===== src/rtl/ctrl_pkg.sv =====
// Shared encodings, control bundle and sequencer state type for the
// pipelined RV32 decode/control block.
package ctrl_pkg;

   localparam logic [6:0] OP_NOP   = 7'b0000000;
   localparam logic [6:0] OP_LOAD  = 7'b0000011;
   localparam logic [6:0] OP_STORE = 7'b0100011;
   localparam logic [6:0] OP_R     = 7'b0110011;
   localparam logic [6:0] OP_B     = 7'b1100011;
   localparam logic [6:0] OP_I     = 7'b0010011;
   localparam logic [6:0] OP_LUI   = 7'b0110111;
   localparam logic [6:0] OP_AUIPC = 7'b0010111;
   localparam logic [6:0] OP_JALR  = 7'b1100111;
   localparam logic [6:0] OP_JAL   = 7'b1101111;

   localparam logic [6:0] FUNCT7_MEXT = 7'b0000001;

   localparam logic [2:0] IMM_I = 3'b000;
   localparam logic [2:0] IMM_S = 3'b001;
   localparam logic [2:0] IMM_B = 3'b010;
   localparam logic [2:0] IMM_J = 3'b011;
   localparam logic [2:0] IMM_U = 3'b100;

   localparam logic [1:0] ALUOP_ADD = 2'b00;
   localparam logic [1:0] ALUOP_BR  = 2'b01;
   localparam logic [1:0] ALUOP_FN  = 2'b10;

   localparam logic [1:0] SRCB_REG = 2'b00;
   localparam logic [1:0] SRCB_IMM = 2'b01;

   // ResultSrc: ALU, data memory, PC+4 (links), ImmExt (lui)
   localparam logic [1:0] RES_ALU = 2'b00;
   localparam logic [1:0] RES_MEM = 2'b01;
   localparam logic [1:0] RES_PC4 = 2'b10;
   localparam logic [1:0] RES_IMM = 2'b11;

   typedef struct packed {
      logic       reg_write;
      logic       mem_write;
      logic       jump;
      logic       branch;
      logic       alu_src_a;
      logic [1:0] alu_src_b;
      logic [1:0] result_src;
      logic [1:0] alu_op;
      logic       mul_div;
      logic       illegal;
   } ctrl_t;

   localparam ctrl_t CTRL_BUBBLE = '0;

   typedef enum logic [1:0] {
      IDLE = 2'b00,
      BUSY = 2'b01,
      DONE = 2'b10
   } md_state_t;

endpackage


===== src/rtl/decode_ctrl_pipe_if.sv =====
// D-stage decode inputs, hazard controls and registered E-stage control
// outputs of the main control block.
interface decode_ctrl_pipe_if;
   logic [6:0] opcodeD;
   logic [2:0] funct3D;
   logic [6:0] funct7D;
   logic       FlushE;
   logic [2:0] ImmSrcD;
   logic       RegWriteE;
   logic       MemWriteE;
   logic       JumpE;
   logic       BranchE;
   logic       ALUSrcAE;
   logic [1:0] ALUSrcBE;
   logic [1:0] ResultSrcE;
   logic [1:0] ALUOpE;
   logic       MulDivE;
   logic       IllegalE;
   logic       StallMD;
   logic       MulDivDoneE;

   modport master (
      output opcodeD, funct3D, funct7D, FlushE,
      input  ImmSrcD, RegWriteE, MemWriteE, JumpE, BranchE, ALUSrcAE,
             ALUSrcBE, ResultSrcE, ALUOpE, MulDivE, IllegalE, StallMD,
             MulDivDoneE
   );

   modport slave (
      input  opcodeD, funct3D, funct7D, FlushE,
      output ImmSrcD, RegWriteE, MemWriteE, JumpE, BranchE, ALUSrcAE,
             ALUSrcBE, ResultSrcE, ALUOpE, MulDivE, IllegalE, StallMD,
             MulDivDoneE
   );
endinterface


===== src/rtl/md_sequencer.sv =====
// Multi-cycle RV32M sequencer: holds the E stage for MUL_LAT/DIV_LAT cycles
// and pulses done on the cycle the result is valid.
//   state | meaning
//   IDLE  | no M-op in flight; an M-op arriving in E starts the stall at once
//   BUSY  | M-op executing, down-counter running, stall asserted
//   DONE  | result valid, stall released, E reloads on the next edge
module md_sequencer
   import ctrl_pkg::*;
#(
   parameter int MUL_LAT = 3,
   parameter int DIV_LAT = 33
) (
   input  logic clk,
   input  logic reset_n,
   input  logic i_mul_div_e,
   input  logic i_div_e,
   input  logic i_flush_e,
   output logic o_stall_md,
   output logic o_md_done_e
);

   localparam int MAX_LAT = (MUL_LAT > DIV_LAT) ? MUL_LAT : DIV_LAT;
   localparam int CNT_W   = $clog2(MAX_LAT + 1);
   localparam logic [CNT_W-1:0] MUL_LOAD = CNT_W'(MUL_LAT - 1);
   localparam logic [CNT_W-1:0] DIV_LOAD = CNT_W'(DIV_LAT - 1);
   localparam logic [CNT_W-1:0] CNT_ONE  = CNT_W'(1);

   md_state_t        r_state, w_state_nxt;
   logic [CNT_W-1:0] r_cnt, w_cnt_nxt;

   always_ff @(posedge clk) begin
      if (!reset_n) begin
         r_state <= IDLE;
         r_cnt   <= '0;
      end else begin
         r_state <= w_state_nxt;
         r_cnt   <= w_cnt_nxt;
      end
   end

   always_comb begin
      w_state_nxt = r_state;
      w_cnt_nxt   = r_cnt;
      o_stall_md  = 1'b0;
      o_md_done_e = 1'b0;
      case (r_state)
         IDLE: begin
            if (i_mul_div_e && !i_flush_e) begin
               o_stall_md  = 1'b1;
               w_cnt_nxt   = i_div_e ? DIV_LOAD : MUL_LOAD;
               w_state_nxt = BUSY;
            end
         end
         BUSY: begin
            if (i_flush_e) begin
               w_cnt_nxt   = '0;
               w_state_nxt = IDLE;
            end else begin
               o_stall_md = 1'b1;
               w_cnt_nxt  = r_cnt - CNT_ONE;
               if (r_cnt == CNT_ONE) begin
                  w_state_nxt = DONE;
               end
            end
         end
         DONE: begin
            // A flush here kills the result, so no done pulse escapes
            o_md_done_e = !i_flush_e;
            w_cnt_nxt   = '0;
            w_state_nxt = IDLE;
         end
         default: begin
            w_cnt_nxt   = '0;
            w_state_nxt = IDLE;
         end
      endcase
   end

endmodule


===== src/rtl/decode_ctrl_pipe.sv =====
// Main control for the pipelined RV32 core: D-stage decode, ImmSrcD, and the
// ID/EX control register with flush/hold driven by the mul/div sequencer.
module decode_ctrl_pipe
   import ctrl_pkg::*;
#(
   parameter bit EN_MEXT = 1'b1,
   parameter int MUL_LAT = 3,
   parameter int DIV_LAT = 33
) (
   input  logic              clk,
   input  logic              reset_n,
   decode_ctrl_pipe_if.slave bus
);

   ctrl_t      w_ctrl_d;
   ctrl_t      r_ctrl_e;
   logic [2:0] w_imm_src;
   logic       w_is_mext;
   logic       r_div_e;
   logic       w_stall_md;
   logic       w_md_done_e;
   logic       w_unused_f3;

   assign w_is_mext   = (bus.funct7D == FUNCT7_MEXT);
   assign w_unused_f3 = ^bus.funct3D[1:0];

   always_comb begin
      w_ctrl_d  = CTRL_BUBBLE;
      w_imm_src = IMM_I;
      case (bus.opcodeD)
         OP_NOP: w_ctrl_d = CTRL_BUBBLE;
         OP_LOAD: begin
            w_ctrl_d.reg_write  = 1'b1;
            w_ctrl_d.alu_src_b  = SRCB_IMM;
            w_ctrl_d.result_src = RES_MEM;
         end
         OP_STORE: begin
            w_ctrl_d.mem_write = 1'b1;
            w_ctrl_d.alu_src_b = SRCB_IMM;
            w_imm_src          = IMM_S;
         end
         OP_R: begin
            if (w_is_mext && !EN_MEXT) begin
               w_ctrl_d.illegal = 1'b1;
            end else begin
               w_ctrl_d.reg_write = 1'b1;
               w_ctrl_d.alu_src_b = SRCB_REG;
               w_ctrl_d.alu_op    = ALUOP_FN;
               w_ctrl_d.mul_div   = w_is_mext;
            end
         end
         OP_B: begin
            w_ctrl_d.branch = 1'b1;
            w_ctrl_d.alu_op = ALUOP_BR;
            w_imm_src       = IMM_B;
         end
         OP_I: begin
            w_ctrl_d.reg_write = 1'b1;
            w_ctrl_d.alu_src_b = SRCB_IMM;
            w_ctrl_d.alu_op    = ALUOP_FN;
         end
         OP_LUI: begin
            w_ctrl_d.reg_write  = 1'b1;
            w_ctrl_d.result_src = RES_IMM;
            w_imm_src           = IMM_U;
         end
         OP_AUIPC: begin
            w_ctrl_d.reg_write = 1'b1;
            w_ctrl_d.alu_src_a = 1'b1;
            w_ctrl_d.alu_src_b = SRCB_IMM;
            w_ctrl_d.alu_op    = ALUOP_ADD;
            w_imm_src          = IMM_U;
         end
         OP_JALR: begin
            w_ctrl_d.reg_write  = 1'b1;
            w_ctrl_d.jump       = 1'b1;
            w_ctrl_d.alu_src_b  = SRCB_IMM;
            w_ctrl_d.result_src = RES_PC4;
         end
         OP_JAL: begin
            w_ctrl_d.reg_write  = 1'b1;
            w_ctrl_d.jump       = 1'b1;
            w_ctrl_d.result_src = RES_PC4;
            w_imm_src           = IMM_J;
         end
         default: w_ctrl_d.illegal = 1'b1;
      endcase
   end

   assign bus.ImmSrcD = w_imm_src;

   // funct3[2] is kept alongside the bundle only to pick mul vs div latency
   always_ff @(posedge clk) begin
      if (!reset_n) begin
         r_ctrl_e <= CTRL_BUBBLE;
         r_div_e  <= 1'b0;
      end else if (bus.FlushE) begin
         r_ctrl_e <= CTRL_BUBBLE;
         r_div_e  <= 1'b0;
      end else if (!w_stall_md) begin
         r_ctrl_e <= w_ctrl_d;
         r_div_e  <= bus.funct3D[2];
      end
   end

   md_sequencer #(
      .MUL_LAT (MUL_LAT),
      .DIV_LAT (DIV_LAT)
   ) u_md_seq (
      .clk         (clk),
      .reset_n     (reset_n),
      .i_mul_div_e (r_ctrl_e.mul_div),
      .i_div_e     (r_div_e),
      .i_flush_e   (bus.FlushE),
      .o_stall_md  (w_stall_md),
      .o_md_done_e (w_md_done_e)
   );

   assign bus.RegWriteE   = r_ctrl_e.reg_write;
   assign bus.MemWriteE   = r_ctrl_e.mem_write;
   assign bus.JumpE       = r_ctrl_e.jump;
   assign bus.BranchE     = r_ctrl_e.branch;
   assign bus.ALUSrcAE    = r_ctrl_e.alu_src_a;
   assign bus.ALUSrcBE    = r_ctrl_e.alu_src_b;
   assign bus.ResultSrcE  = r_ctrl_e.result_src;
   assign bus.ALUOpE      = r_ctrl_e.alu_op;
   assign bus.MulDivE     = r_ctrl_e.mul_div;
   assign bus.IllegalE    = r_ctrl_e.illegal;
   assign bus.StallMD     = w_stall_md;
   assign bus.MulDivDoneE = w_md_done_e;

endmodule


===== src/flat_wrapper.sv =====
// flat-port wrapper written by rule: the top's interface ports become plain ports
module decode_ctrl_pipe_flat import ctrl_pkg::*;
#(
   parameter bit EN_MEXT = 1'b1,
   parameter int MUL_LAT = 3,
   parameter int DIV_LAT = 33
)
  (clk, reset_n, bus_opcodeD, bus_funct3D, bus_funct7D, bus_FlushE, bus_ImmSrcD, bus_RegWriteE, bus_MemWriteE, bus_JumpE, bus_BranchE, bus_ALUSrcAE, bus_ALUSrcBE, bus_ResultSrcE, bus_ALUOpE, bus_MulDivE, bus_IllegalE, bus_StallMD, bus_MulDivDoneE);
  decode_ctrl_pipe_if bus_i ();
  input  logic clk;
  input  logic reset_n;
  input wire logic [$bits(bus_i.opcodeD)-1:0] bus_opcodeD;
  input wire logic [$bits(bus_i.funct3D)-1:0] bus_funct3D;
  input wire logic [$bits(bus_i.funct7D)-1:0] bus_funct7D;
  input wire logic [$bits(bus_i.FlushE)-1:0] bus_FlushE;
  output wire logic [$bits(bus_i.ImmSrcD)-1:0] bus_ImmSrcD;
  output wire logic [$bits(bus_i.RegWriteE)-1:0] bus_RegWriteE;
  output wire logic [$bits(bus_i.MemWriteE)-1:0] bus_MemWriteE;
  output wire logic [$bits(bus_i.JumpE)-1:0] bus_JumpE;
  output wire logic [$bits(bus_i.BranchE)-1:0] bus_BranchE;
  output wire logic [$bits(bus_i.ALUSrcAE)-1:0] bus_ALUSrcAE;
  output wire logic [$bits(bus_i.ALUSrcBE)-1:0] bus_ALUSrcBE;
  output wire logic [$bits(bus_i.ResultSrcE)-1:0] bus_ResultSrcE;
  output wire logic [$bits(bus_i.ALUOpE)-1:0] bus_ALUOpE;
  output wire logic [$bits(bus_i.MulDivE)-1:0] bus_MulDivE;
  output wire logic [$bits(bus_i.IllegalE)-1:0] bus_IllegalE;
  output wire logic [$bits(bus_i.StallMD)-1:0] bus_StallMD;
  output wire logic [$bits(bus_i.MulDivDoneE)-1:0] bus_MulDivDoneE;
  assign bus_i.opcodeD = bus_opcodeD;
  assign bus_i.funct3D = bus_funct3D;
  assign bus_i.funct7D = bus_funct7D;
  assign bus_i.FlushE = bus_FlushE;
  assign bus_ImmSrcD = bus_i.ImmSrcD;
  assign bus_RegWriteE = bus_i.RegWriteE;
  assign bus_MemWriteE = bus_i.MemWriteE;
  assign bus_JumpE = bus_i.JumpE;
  assign bus_BranchE = bus_i.BranchE;
  assign bus_ALUSrcAE = bus_i.ALUSrcAE;
  assign bus_ALUSrcBE = bus_i.ALUSrcBE;
  assign bus_ResultSrcE = bus_i.ResultSrcE;
  assign bus_ALUOpE = bus_i.ALUOpE;
  assign bus_MulDivE = bus_i.MulDivE;
  assign bus_IllegalE = bus_i.IllegalE;
  assign bus_StallMD = bus_i.StallMD;
  assign bus_MulDivDoneE = bus_i.MulDivDoneE;
  decode_ctrl_pipe #(.EN_MEXT(EN_MEXT), .MUL_LAT(MUL_LAT), .DIV_LAT(DIV_LAT)) u_core (.clk(clk), .reset_n(reset_n), .bus(bus_i));
endmodule

===== config.mk =====
export PLATFORM = sky130hd
export DESIGN_NAME = decode_ctrl_pipe_flat
export DESIGN_NICKNAME = d
export VERILOG_FILES = /design/src/rtl/ctrl_pkg.sv /design/src/rtl/decode_ctrl_pipe_if.sv /design/src/rtl/md_sequencer.sv /design/src/rtl/decode_ctrl_pipe.sv /design/src/flat_wrapper.sv
export SDC_FILE = /design/constraint.sdc
export NUM_CORES = 1
export LEC_CHECK = 0
export BUFFER_PORTS_ARGS = -buffer_cell sky130_fd_sc_hd__buf_2
export CORE_MARGIN = 8
export CORE_UTILIZATION = 54
export CTS_CLUSTER_SIZE = 10
export DETAILED_ROUTE_END_ITERATION = 16
export HOLD_SLACK_MARGIN = 0.02
export PLACE_DENSITY = 0.89
export RECOVER_POWER = 25
export SLEW_MARGIN = 5
export SYNTH_ARGS = -nofsm -noshare
export SYNTH_HDL_FRONTEND = slang
export SYNTH_HIERARCHICAL = 1
export SYNTH_SLANG_ARGS = --single-unit

===== constraint.sdc =====
create_clock -name clk -period 3.9 [get_ports clk]
set_input_delay 0.78 -clock clk [delete_from_list [all_inputs] [get_ports clk]]
set_output_delay 0.78 -clock clk [all_outputs]
set_load 0.01 [all_outputs]

Word level (Yosys, flattened, before mapping):

Index checks and enable logic that the tools add are counted.

* bits in registers: 22
* latch bits: 0
* bits in writable memories: 0
* memory bits (read-only): 0
* output and inout bits: 18
* memories: 0

* add/subtract/negate cells: 1
* multipliers: 0
* divide/modulo/power cells: 0
* magnitude comparators: 0
* equality and inequality tests: 15
* shift operators: 0
* muxes and demuxes: 23
* bitwise logic cells: 1
* reductions and logical operators: 12

Operators by type and width (number)
* $eq A7 B6 Y1 const B: 3
* $eq A7 B7 Y1 const B: 3
* $mux W6: 3
* $eq A7 B5 Y1 const B: 2
* $pmux W3 S4: 1
* $pmux W6 S2: 1
* $mux W1: 11
* $reduce_or A10 Y1: 1
* $pmux W2 S2: 2
* $reduce_or A2 Y1: 4
* $eq A7 B1 Y1 const B: 1
* $eq A7 B2 Y1 const B: 1
* $logic_not A7 Y1: 1
* $reduce_or A7 Y1: 1
* $eq A6 B1 Y1 const B: 1
* $mux W2: 3
* $pmux W2 S3: 1
* $sub A6 B1 Y6 const B: 1
* $reduce_or A5 Y1: 1
* $ne A3 B3 Y1 const B: 1
* $eq A2 B1 Y1 const B: 1
* $eq A2 B2 Y1 const B: 1
* $logic_not A2 Y1: 1
* $ne A2 B2 Y1 const B: 1
* 5 further kinds: 5

Depth between registers and ports, before layout:

* word-level depth: 4
* depth in mapped cells: 6
* gate-level depth less buffers: 6

Modules after synthesis:

Netlist, hierarchy kept.

Modules (own cells, without submodules)
* decode_ctrl_pipe: times used 1, cells each 93, area an instance 764.5 um2
* md_sequencer: times used 1, cells each 56, area an instance 450.4 um2

Worst setup path before layout:

OpenSTA, ideal clock, no wires.

* kind: input -> output
* start point: input bus_opcodeD[6]
* end point: output bus_ImmSrcD[0]
* arrival: 1.523 ns
* data required time: 3.120 ns
* slack: 1.597 ns
* cell stages on the path: 3
* path through: buf_2 > or3_1 > a21oi_1

* cells in the longest elaborated chain, start to end: 3

Ends and longest elaborated chain
* start, declared: line flat_wrapper.sv:12 `input wire logic [$bits(bus_i.opcodeD)-1:0] bus_opcodeD;`
* $eq A7 B6 Y1 or $eq A7 B5 Y1 (tied branches): line decode_ctrl_pipe.sv:30 `case (bus.opcodeD)`
* $reduce_or A2 Y1 (no line)
* $pmux W3 S4 *: line decode_ctrl_pipe.sv:30
* end, declared: line flat_wrapper.sv:16 `output wire logic [$bits(bus_i.ImmSrcD)-1:0] bus_ImmSrcD;`

Mark *: on every way between the ends. The rest lies on a longest branch, timed or not.

Worst setup path in the final report:

* start point: input bus_FlushE
* end point: output bus_StallMD

* cells in the longest elaborated chain, start to end: 4

Ends and longest elaborated chain
* start, declared: line flat_wrapper.sv:15 `input wire logic [$bits(bus_i.FlushE)-1:0] bus_FlushE;`
* $logic_not A1 Y1: line md_sequencer.sv:48 `if (i_mul_div_e && !i_flush_e) begin`
* $logic_and A1 B1 Y1: line md_sequencer.sv:48
* $mux W1: line md_sequencer.sv:48
* $pmux W1 S2 *: line md_sequencer.sv:46 `case (r_state)`
* end, declared: line flat_wrapper.sv:27 `output wire logic [$bits(bus_i.StallMD)-1:0] bus_StallMD;`

Marks and branches as above.

==> results.md <==
- Post-synth top area share: approximately a third
- Fin Setup TNS: 0 ns
- Final core utilization: roughly 64%
- CP arrival: 1.96 ns
- Reg2reg setup slack: approximately 2 ns
- Wire length per cell: 14.4 µm
- Synthesized instance count: around 150
- Mapped Nets: around 170
- Iteration-0 DRC Markers: 70
- CTS root buf: clkbuf_4
- Routability Congestion: between 0.8 and 0.9
- First-pass GRT wire length: slightly below 5000 µm
- TritonCTS clock tree: done
- Most frequent cells in the layout: buf_2 (30), dfxtp_1 (20), nand2_1 (18)
- Post-DP HPWL: between 2000 and 2500 µm
- Reg clk slew, reported paths: approximately 0.11 ns
- Power per cell area: ~310 nW/µm²
- Vias per cell: roughly 5.6
- Fmax: around 360 MHz
- Register area: 400 µm²
- H-tree Lvls: 1
- DRC viols: 0
- Endpoint class of the critical path: output pin
- Post-synthesis register bit count: 20
- Via total after detailed routing: about 1100
- Hold Crit Class: flip-flop to flip-flop
- Die Width: ~63 µm
- GRT Total Usage: between 10% and 20%
- Die ar.: 4020 µm²
- RSZ-0062 raised after global routing: no
- Setup CP Type: input pin to output pin
- CTS Buf Count: 3
- Avg Cell Area, Syn: slightly above 8 µm²
- Slew of the pin with the lowest slew margin: between 0.6 and 0.7 ns
- Post-CTS Hold Buffers: 0
- Yosys warns: 6
- Ports: 38
- Most common cell after layout, fill and taps aside: buf_2
- Critical Path Source Type: input pin
- Final Slew Violations: 0
- Crit path max fanout: 18
- Initial cell density of the core: a little under three fifths
- Pin count of the biggest net entering global routing: 19
- Postcts setup bufs: 0
- Initial antenna violation count: 0
- Mapped Area: between 1000 and 1500 µm²
- CTS resizes: 0
- Synth area leader: dfxtp_1
- Area Growth Syn to Fin: 13.6%
- Tcrit/Tclk final: between 70% and 80%
- Leading post-synthesis cells by cell area: dfxtp_1 (33%), nand2_1 (5.6%), nor2_1 (4.6%)
- Clock skew: between 0.01 and 0.015 ns
- Post-synth cell types: 48
- CP Data Required Time: about 3.1 ns
- Buffers added on ports: 34
- CTS Sinks: 20
- MaxCap Viol Count: 0
- Total Nets Final: just under 200
- Number of global-route vias before repair: around 1100
- Worst-Skew Late Latency: 0.31 ns
- # fillers: 200
- Core area: between 2000 and 2500 µm²
- Total gr overflow: 0
- Final wirelength: around 2900 µm
- Std cell rows: 17
- Slowest-stage cell, CP: o21a_1
- Sequential area share after synthesis: around 33%
- Die height: roughly 63 µm
- Crit-path cells: clkbuf_1, nor2_1, o21a_1, buf_2
- Max rail drop VDD: around 0.0003 V
- ANT nets after route: 0
- Final setup vio count: 0
- N_diodes: 0
- Fraction of layout cells with a size suffix above 1: approximately 22%
- Status: finished, final reports clean
- Final Hold Fails: 0
- Slew headroom: between 50% and 60%
- Leak: between 0.5 and 0.6 nW
- Slowest stage delay, CP: approximately 0.57 ns
- DR pass1 iterations: 4
- Footprint of the multi-input gates: just over 700 µm²
- Worst-case clock buffer depth: 2
- Final worst path period need: about 2.7 ns
-- metal layers --
metal / routed length [µm] / track usage, % / up-vias
li1: - / - / 578
met1: 1260 / 16.5 / 523
met2: 1450 / 25.5 / 38
met3: 180 / 5.30 / 7
met4: 50 / 5.01 / 0
met5: 0 / 0 / -
-- layout make-up --
| class | instances | area share [%] |
|---|---|---|
| inverters | 5 | 1.36 |
| clock inverters | 1 | 2.18 |
| well taps | 28 | 2.54 |
| repair buffers | 34 | 12.0 |
| flip-flops and latches | 20 | 29.0 |
| clock buffers | 3 | 1.63 |
| multi-input cells | 113 | 51.3 |
-- stage by stage --
stage | setup slack, ns | hold WS, ns | instance area, µm² | power, mW | std cells
global placement | 1.22 | 0.452 | 1340 | 0.252 | 200
global route | 0.998 | 0.495 | 1380 | 0.436 | 204
detailed placement | 1.19 | 0.459 | 1340 | 0.254 | 200
floorplan | 1.60 | 0.458 | 1210 | 0.243 | 149
CTS | 1.19 | 0.478 | 1400 | 0.425 | 204
finish | 1.16 | 0.478 | 1380 | 0.422 | 204
-- power by group --
part | switching (mW) | internal (mW) | leakage, nW | total, mW
logic | 0.0260 | 0.0174 | 0.364 | 0.0434
clock network | 0.0677 | 0.104 | 0.0279 | 0.172
registers | 0.000802 | 0.206 | 0.161 | 0.206
total | 0.0945 | 0.327 | 0.553 | 0.422
-- worst max-delay path: cells and delay by family --
kind / cells / cell delay, ns
AND/OR/NAND/NOR: 1 / 0.23
AO/OA/AOI/OAI: 1 / 0.57
buffers and inverters: 2 / 0.38
-- final timing paths --
kind | endpoint | cells past startpoint | start
max | bus_StallMD | 4 | bus_FlushE
min | u_core/bus.MemWriteE | 2 | u_core/bus.MemWriteE
max reg2reg | u_core/bus.RegWriteE | 5 | u_core/u_md_seq/r_state[1]
min reg2reg | u_core/bus.MemWriteE | 2 | u_core/bus.MemWriteE
-- synth_stat cells (all sizes together) --
library cell,instances
nand4,1
a32oi,1
o22ai,1
o311ai,1
nor2b,4
a21oi,10
xor2,3
nand2b,2
nand2,18
a311oi,1
o211ai,2
and4bb,1
and3,3
or4,1
xnor2,2
o221ai,1
ha,2
inv,5
dfxtp,20
o31ai,2
nand3,5
and2,1
nor4,1
conb,1
a21boi,1
a221oi,1
a32o,1
o21a,2
nor2,16
and2b,1
nor3,7
nor3b,2
nor4bb,1
and3b,1
o21ai,5
mux2i,3
nor4b,1
buf,9
clkbuf,2
or3,4
nand3b,2
o31a,1
-- registers in the layout (all words and copies together) (netlist names) --
register / flops
u_core/bus.RegWriteE: 1
u_core/bus.MemWriteE: 1
u_core/bus.ALUOpE: 1
u_core/bus.ResultSrcE: 2
u_core/bus.ALUSrcAE: 1
u_core/r_div_e: 1
u_core/bus.BranchE: 1
u_core/bus.MulDivE: 1
u_core/u_md_seq/r_state: 2
u_core/u_md_seq/r_cnt: 6
u_core/bus.JumpE: 1
u_core/bus.ALUSrcBE: 1
u_core/bus.IllegalE: 1
-- kinds of logic after synthesis --
logic type,synth area share (%)
other,0.309
muxes,2.47
AOI/OAI and AO/OA,16.8
xor gates and xnor gates,3.61
buffers and inverters,7.93
adders and majority gates,2.06
and+or+nand+nor,33.9
DFF,33.0
No activity file was read; power rests on OpenSTA's default activity.
